[src/rtl/mismatch_window_counter_if.sv]
// Sample/result bundle for mismatch_window_counter.
//   master : upstream detector + result consumer (drives in, in_valid, ack)
//   slave  : the counter itself (drives count, max_run, count_valid, alarm, overrun)
// Signals:
//   in          mismatch flag from the upstream detector
//   in_valid    in is meaningful this cycle
//   ack         consumer has taken the current result
//   count       mismatch count of the last reported window
//   max_run     longest consecutive-mismatch run in the last reported window
//   count_valid result registers hold an unconsumed window
//   alarm       reported window met the threshold (qualified by count_valid)
//   overrun     sticky: a completed window was dropped
interface mismatch_window_counter_if #(
  parameter int unsigned CNT_W = 5
);
  logic             in;
  logic             in_valid;
  logic             ack;
  logic [CNT_W-1:0] count;
  logic [CNT_W-1:0] max_run;
  logic             count_valid;
  logic             alarm;
  logic             overrun;

  modport master (
    output in, in_valid, ack,
    input  count, max_run, count_valid, alarm, overrun
  );

  modport slave (
    input  in, in_valid, ack,
    output count, max_run, count_valid, alarm, overrun
  );
endinterface

[src/rtl/mismatch_window_counter.sv]
// Counts upstream mismatch flags over windows of WIN_LEN valid samples, flags windows whose
// count reaches THRESH, and hands each window result off through a hold-until-ack register.
// Ports:
//   clk    sole clock, rising edge
//   reset  synchronous, active-high; overrides everything
//   bus    mismatch_window_counter_if.slave (in, in_valid, ack -> count, max_run,
//          count_valid, alarm, overrun)
// Build option:
//   MISMATCH_WIN_MAXRUN_EN  defined: longest-run tracking is built and drives max_run.
//                           undefined: run logic is removed and max_run is tied to 0.
module mismatch_window_counter #(
  parameter int unsigned WIN_LEN = 16,
  parameter int unsigned THRESH  = 4,
  parameter int unsigned CNT_W   = 5
) (
  input logic                      clk,
  input logic                      reset,
  mismatch_window_counter_if.slave bus
);

  typedef enum logic {StIdle, StCount} state_e;

  state_e state_q, state_d;

  // Window accumulation
  logic [CNT_W-1:0] sidx_q, sidx_d, sidx_inc;
  logic [CNT_W-1:0] acc_q, acc_d, acc_inc;
  logic             win_done;

  // Result hand-off registers
  logic [CNT_W-1:0] count_q, count_d;
  logic             count_valid_q, count_valid_d;
  logic             alarm_q, alarm_d;
  logic             overrun_q, overrun_d;
  logic             load;

  // FSM: IDLE only marks "no sample seen since reset"; the first valid sample is counted
  // in the same cycle it moves us to COUNT, so counting itself never depends on the state.
  always_comb begin
    state_d = state_q;
    case (state_q)
      StIdle:  if (bus.in_valid) state_d = StCount;
      StCount: state_d = StCount;
      default: state_d = StIdle;
    endcase
  end

  assign sidx_inc = sidx_q + 1'b1;
  assign acc_inc  = acc_q + {{(CNT_W-1){1'b0}}, bus.in};
  assign win_done = bus.in_valid && (sidx_inc == CNT_W'(WIN_LEN));

  always_comb begin
    sidx_d = sidx_q;
    acc_d  = acc_q;
    if (bus.in_valid) begin
      if (win_done) begin
        sidx_d = '0;
        acc_d  = '0;
      end else begin
        sidx_d = sidx_inc;
        acc_d  = acc_inc;
      end
    end
  end

`ifdef MISMATCH_WIN_MAXRUN_EN
  logic [CNT_W-1:0] cur_run_q, cur_run_d, cur_run_upd;
  logic [CNT_W-1:0] best_run_q, best_run_d, best_run_upd;
  logic [CNT_W-1:0] max_run_q, max_run_d;

  assign cur_run_upd  = bus.in ? (cur_run_q + 1'b1) : '0;
  assign best_run_upd = (cur_run_upd > best_run_q) ? cur_run_upd : best_run_q;

  // Runs restart at window boundaries, so the final best includes the closing sample.
  always_comb begin
    cur_run_d  = cur_run_q;
    best_run_d = best_run_q;
    max_run_d  = max_run_q;
    if (bus.in_valid) begin
      if (win_done) begin
        cur_run_d  = '0;
        best_run_d = '0;
      end else begin
        cur_run_d  = cur_run_upd;
        best_run_d = best_run_upd;
      end
    end
    if (load) max_run_d = best_run_upd;
  end

  always_ff @(posedge clk) begin
    if (reset) begin
      cur_run_q  <= '0;
      best_run_q <= '0;
      max_run_q  <= '0;
    end else begin
      cur_run_q  <= cur_run_d;
      best_run_q <= best_run_d;
      max_run_q  <= max_run_d;
    end
  end

  assign bus.max_run = max_run_q;
`else
  assign bus.max_run = '0;
`endif

  // A completed window loads if the slot is free or being freed this cycle; otherwise it
  // is dropped and the sticky overrun is raised.
  assign load = win_done && (!count_valid_q || bus.ack);

  always_comb begin
    count_d       = count_q;
    count_valid_d = count_valid_q;
    alarm_d       = alarm_q;
    overrun_d     = overrun_q;
    if (load) begin
      count_d       = acc_inc;
      alarm_d       = (acc_inc >= CNT_W'(THRESH));
      count_valid_d = 1'b1;
    end else if (win_done) begin
      overrun_d = 1'b1;
    end else if (bus.ack && count_valid_q) begin
      // count keeps its stale value after consumption
      count_valid_d = 1'b0;
      alarm_d       = 1'b0;
    end
  end

  always_ff @(posedge clk) begin
    if (reset) begin
      state_q       <= StIdle;
      sidx_q        <= '0;
      acc_q         <= '0;
      count_q       <= '0;
      count_valid_q <= 1'b0;
      alarm_q       <= 1'b0;
      overrun_q     <= 1'b0;
    end else begin
      state_q       <= state_d;
      sidx_q        <= sidx_d;
      acc_q         <= acc_d;
      count_q       <= count_d;
      count_valid_q <= count_valid_d;
      alarm_q       <= alarm_d;
      overrun_q     <= overrun_d;
    end
  end

  assign bus.count       = count_q;
  assign bus.count_valid = count_valid_q;
  assign bus.alarm       = alarm_q;
  assign bus.overrun     = overrun_q;

endmodule

[src/flat_wrapper.sv]
// flat-port wrapper written by rule: the top's interface ports become plain ports
module mismatch_window_counter_flat 
#(
  parameter int unsigned WIN_LEN = 16,
  parameter int unsigned THRESH  = 4,
  parameter int unsigned CNT_W   = 5
)
  (clk, reset, bus_in, bus_in_valid, bus_ack, bus_count, bus_max_run, bus_count_valid, bus_alarm, bus_overrun);
  mismatch_window_counter_if #(.CNT_W(CNT_W)) bus_i ();
  input logic clk;
  input logic reset;
  input wire logic [$bits(bus_i.in)-1:0] bus_in;
  input wire logic [$bits(bus_i.in_valid)-1:0] bus_in_valid;
  input wire logic [$bits(bus_i.ack)-1:0] bus_ack;
  output wire logic [$bits(bus_i.count)-1:0] bus_count;
  output wire logic [$bits(bus_i.max_run)-1:0] bus_max_run;
  output wire logic [$bits(bus_i.count_valid)-1:0] bus_count_valid;
  output wire logic [$bits(bus_i.alarm)-1:0] bus_alarm;
  output wire logic [$bits(bus_i.overrun)-1:0] bus_overrun;
  assign bus_i.in = bus_in;
  assign bus_i.in_valid = bus_in_valid;
  assign bus_i.ack = bus_ack;
  assign bus_count = bus_i.count;
  assign bus_max_run = bus_i.max_run;
  assign bus_count_valid = bus_i.count_valid;
  assign bus_alarm = bus_i.alarm;
  assign bus_overrun = bus_i.overrun;
  mismatch_window_counter #(.WIN_LEN(WIN_LEN), .THRESH(THRESH), .CNT_W(CNT_W)) u_core (.clk(clk), .reset(reset), .bus(bus_i));
endmodule
[config.mk]
export PLATFORM = sky130hd
export DESIGN_NAME = mismatch_window_counter_flat
export DESIGN_NICKNAME = d
export VERILOG_FILES = /design/src/rtl/mismatch_window_counter_if.sv /design/src/rtl/mismatch_window_counter.sv /design/src/flat_wrapper.sv
export SDC_FILE = /design/constraint.sdc
export NUM_CORES = 1
export LEC_CHECK = 0
export CAP_MARGIN = 10
export CORE_ASPECT_RATIO = 1.1
export CORE_MARGIN = 4
export CORE_UTILIZATION = 40
export CTS_CLUSTER_DIAMETER = 120
export CTS_CLUSTER_SIZE = 28
export DETAILED_ROUTE_END_ITERATION = 8
export DONT_BUFFER_PORTS = 1
export GPL_ROUTABILITY_DRIVEN = 1
export HOLD_SLACK_MARGIN = 0.08
export PLACE_DENSITY = 0.57
export RECOVER_POWER = 25
export SLEW_MARGIN = 20
export SYNTH_ARGS = -nofsm -noshare
export SYNTH_HDL_FRONTEND = slang
export SYNTH_SLANG_ARGS = --single-unit
[constraint.sdc]
create_clock -name clk -period 3.5 [get_ports clk]
set_clock_uncertainty 0.2 [all_clocks]
set_input_delay 0.35 -clock clk [delete_from_list [all_inputs] [get_ports clk]]
set_output_delay 0.35 -clock clk [all_outputs]
set_load 0.03 [all_outputs]
# == Yosys cells after proc, flatten, opt, wreduce, memory -nomap -nowiden ==
# Index checks and enable logic that the tools add are counted.
# W data, S select, Z words.
# totals
output_inout_bits,13
input_bits,5
reg_bits,18
wordCells,26
# classes
eq_ne,2
n_bitwise,1
n_addsub,2
reduce_logical,8
n_mux,6
magnitude_cmp,1
# op_table
operator,n
$mux W5,2
$add A5 B1 Y5,1
$add A5 B1 Y5 const B,1
$eq A5 B5 Y1 const B,1
$ge A5 B3 Y1 const B,1
$mux W1,4
$reduce_and A2 Y1,2
$logic_and A1 B1 Y1,3
$ne A2 B2 Y1 const B,1
$reduce_bool A2 Y1,1
$logic_not A1 Y1,1
$logic_or A1 B1 Y1,1
$not A1 Y1,1

# == Longest topological paths before layout ==
# depth
word_depth,6
ltp_mapped,7
depth_no_buf,7

# == Worst setup path before layout ==
# No wires, ideal clock.
# synth_timing
kind,register to register
start,reg u_core.sidx_q[0]
end,reg u_core.alarm_q (netlist: u_core.bus.alarm)
synth_period_minus_slack_ns,2.026
required_time_ns,3.238
n_path_buf,1
t_arrival_ns,1.764
path_stages_with_launch,8
setup_time_ns,0.062
setup_slack_ns,1.474
path_cell_list,dfxtp_1 ha_1 and3_1 xor2_1 and3b_1 buf_6 or4b_1 nand3_1
# synth_via
elab_chain_len,6
elab_cells_between_ends,8
cone_classes,1 x add/sub; 2 x eq/ne; 1 x mux; 4 x reduce/logical
# synth_rtl
element,line,rtl
from (decl),mismatch_window_counter.sv:26,"logic [CNT_W-1:0] sidx_q, sidx_d, sidx_inc;"
from (signal assigned),mismatch_window_counter.sv:141,sidx_q <= sidx_d;
$add A5 B1 Y5 (*),mismatch_window_counter.sv:48,assign sidx_inc = sidx_q + 1'b1;
$eq A5 B5 Y1 (*),mismatch_window_counter.sv:50,assign win_done = bus.in_valid && (sidx_inc == CNT_W'(WIN_LEN));
$logic_and A1 B1 Y1 (*),mismatch_window_counter.sv:50,
$logic_and A1 B1 Y1,mismatch_window_counter.sv:110,assign load = win_done && (!count_valid_q || bus.ack);
$ne A2 B2 Y1 (no source line) or $reduce_bool A2 Y1 (tied branches),-,
$reduce_and A2 Y1 (no source line),-,
to (signal assigned),mismatch_window_counter.sv:145,alarm_q <= alarm_d;
to (decl),mismatch_window_counter.sv:33,"logic alarm_q, alarm_d;"
# Mark *: on every way between the ends. The rest lies on a longest branch, timed or not.
# A chain may end at the register's enable or synchronous reset.

# == Worst setup path in the final report ==
# layout_timing
start,reg u_core.sidx_q[0]
end,reg u_core.sidx_q[4]
# layout_via
elab_chain_len,4
# layout_rtl
element,line,rtl
$add A5 B1 Y5 (*),mismatch_window_counter.sv:48,
$eq A5 B5 Y1,mismatch_window_counter.sv:50,
$logic_and A1 B1 Y1,mismatch_window_counter.sv:50,
$mux W5 (*),mismatch_window_counter.sv:56,if (win_done) begin
# Marks and branches as above.

==> out/metrics.yaml <==
ios: 18
rsz0062_at_grt: "false"
cts_max_level: 1
ys_seq_area_frac: 0.3760
rr_endpoint: "u_core.sidx_q[4]"
synth_ff_type: "dfxtp_1"
r2r_start: "u_core.sidx_q[0]"
relSlewSlack: 0.6296
vias_per_cell: 5.221
r2r_slack_ns: 1.18
grt_overflow_total: 0
drive_gt1_frac: 0.09091
grt_usage: 0.1291
path_clk_slew_ns: 0.11
seq_area_um2: 360.3
endpoint_kind: "register"
tritoncts.num_buffers: 3
cts_buffer_depth: 2
dr_total_vias: 731
root_buffer: "clkbuf_4"
drt_iter0_markers: 3
yosysTopAreaCell: "dfxtp_1"
ys_ff_latch: 18
synthesis.area_um2: 958.4
start_util: 0.4213
crit_arrival_ns: 2.30
die_width_um: 54.67
ctsResizeCount: 0
start_kind: "register"
ir_drop_mv: 0.1714
die_h_um: 59.34
first_global_vias: 684
dpl.hpwl_um: 1295
coreArea_um2: 2275
area_growth_pct: 6.005
synth_top_area_share: 0.3760
cp_max_fo: 7
ys_async_sr_fraction: 0
drv_cap: 0
min_from: "bus_in_valid"
synth_enable_flop_cells: 0
ant_nets: 0
status: "finished, final reports clean"
clkSinkCount: 18
hold_viol: 0
timing.final.crit_period_ns: 2.317
r2r_cells: 7
wl_per_cell_um: 12.84
required_ns: 3.49
dieArea_um2: 3244
setup_tns_ns: 0
fmax_mhz: 431.6
multi_input_area_um2: 534.3
io_buffers: 0
gp_congestion: 0.7721
power.density_nw_per_um2: 363.4
final_nets: 120
grt_max_degree: 16
antenna_cells: 0
nFillCells: 236
cts_tree: "built"
ys_types: 36
detailedRoute.firstPassIterationCount: 4
holdWs_ns: 0.09786
p_leak_nw: 0.4063
ys_top_cells_by_area: "dfxtp_1 (38%), nor2_1 (5.9%), ha_1 (5.2%)"
syn_inst: 109
criticalPathCategory: "register to register"
whs_path_depth: 3
finalWirelength_um: 1798
antenna_found_initial: 0
ys_warn_count: 0
drc: 0
num_rows: 18
hp-class: "input pin to register"
syn_area_per_cell_um2: 8.793
grt_first_pass_wirelength_um: 3029
maxSlewViolCount: 0
min_to: "u_core.sidx_q[3]"
setup_violations: 0
worstMarginPinSlew_ns: 0.5538
post-route-period-util: 0.6621
clock_latency_ns: 0.29
## stage by stage
| stage | instances | utilization | power (mW) | setup WS (ns) | area, um2 |
|---|---|---|---|---|---|
| global route | 140 | 0.4466 | 0.3889 | 0.9878 | 1016 |
| finish | 140 | 0.4466 | 0.3692 | 1.183 | 1016 |
| global placement | 132 | 0.4131 | 0.2402 | 1.383 | 939.7 |
| CTS | 140 | 0.4466 | 0.3752 | 1.190 | 1016 |
| floorplan | 113 | - | 0.2453 | 1.474 | 973.4 |
| detailed placement | 132 | 0.4131 | 0.2408 | 1.301 | 939.7 |
## critical path, cell delays in order (launching register included)
cell and delay, ns:
dfxtp_1 0.39, ha_1 0.25, or3_1 0.37, o21ai_0 0.11
a21oi_1 0.09, o21ai_0 0.14, a21oi_1 0.08, dlygate4sd3_1 0.58
## layer usage
layer	wire length (um)	vias up	track usage
li1	-	379	-
met1	817	335	0.1584
met2	832	15	0.2010
met3	131	2	0.03778
met4	16	0	0.06406
met5	0	-	0
## worst max-delay path by stage
stage | start | endpoint | slack (ns) | cells after the start
3_5_place_dp | u_core.sidx_q[0] | u_core.bus.count[4] | 1.30 | 6
3_3_place_gp | u_core.sidx_q[0] | u_core.bus.count[0] | 1.38 | 6
4_1_cts | u_core.sidx_q[0] | u_core.sidx_q[4] | 1.19 | 7
5_1_grt | u_core.sidx_q[0] | u_core.bus.count[4] | 0.99 | 6
6_report | u_core.sidx_q[0] | u_core.sidx_q[4] | 1.18 | 7
2_1_floorplan | u_core.sidx_q[0] | u_core.bus.alarm | 1.47 | 7
## synth_stat cells, types with 3 or more instances
cell	instances
dfxtp_1	18
nor2_1	15
nand2_1	8
buf_4	6
a21oi_1	5
nand3_1	5
clkbuf_1	4
ha_1	4
xor2_1	4
a21o_1	3
mux2i_1	3
o21ai_0	3
## flip-flops by register name (all words and copies together) (netlist names)
name	cells
u_core.sidx_q	5
u_core.acc_q	5
u_core.bus.alarm	1
u_core.bus.count	5
u_core.bus.overrun	1
u_core.bus.count_valid	1
## cell families after synthesis
| logic type | share of synthesized area |
|---|---|
| compound gates | 0.1828 |
| xor+xnor | 0.04569 |
| fa+ha+maj | 0.05222 |
| buf+inv | 0.08224 |
| flops | 0.3760 |
| mux | 0.03133 |
| other cells | 0.003913 |
| simple gates | 0.2259 |
## repair_timing
action | in CTS | in global routing
hold endpoints to repair | 13 | 0
buffers inserted | 0 | 0
hold buffers | 4 | 0
## power breakdown
part / leakage, nW / internal, mW / switching [mW]
sequential: 0.146 / 0.208 / 0.00462
clock: 0.0210 / 0.0633 / 0.0641
combinational: 0.240 / 0.0102 / 0.0186
total: 0.406 / 0.282 / 0.0874
## final cells by class
cell class	instances	share of cell area
Clock buffer	4	0.03571
Inverter	2	0.007389
Multi-Input combinational cell	82	0.5259
Sequential cell	18	0.3547
Tap cell	30	0.03695
Timing Repair Buffer	4	0.03941
## cells in the final DEF, fill, tap and decap left out, types with 2 or more instances in the layout
master and instances:
and3b_1 2, xor2_1 4, a21o_1 3, dfxtp_1 18, or2_2 2, o21ai_0 3, a21oi_1 5, a211oi_1 2
nor2_1 15, a22o_1 2, nand3_1 5, mux2i_1 3, inv_1 2, ha_1 4, nand2_1 8, conb_1 5
clkbuf_4 3, a311oi_1 2, nor3_1 2, dlygate4sd3_1 4
(Power assumes the default switching activity.)
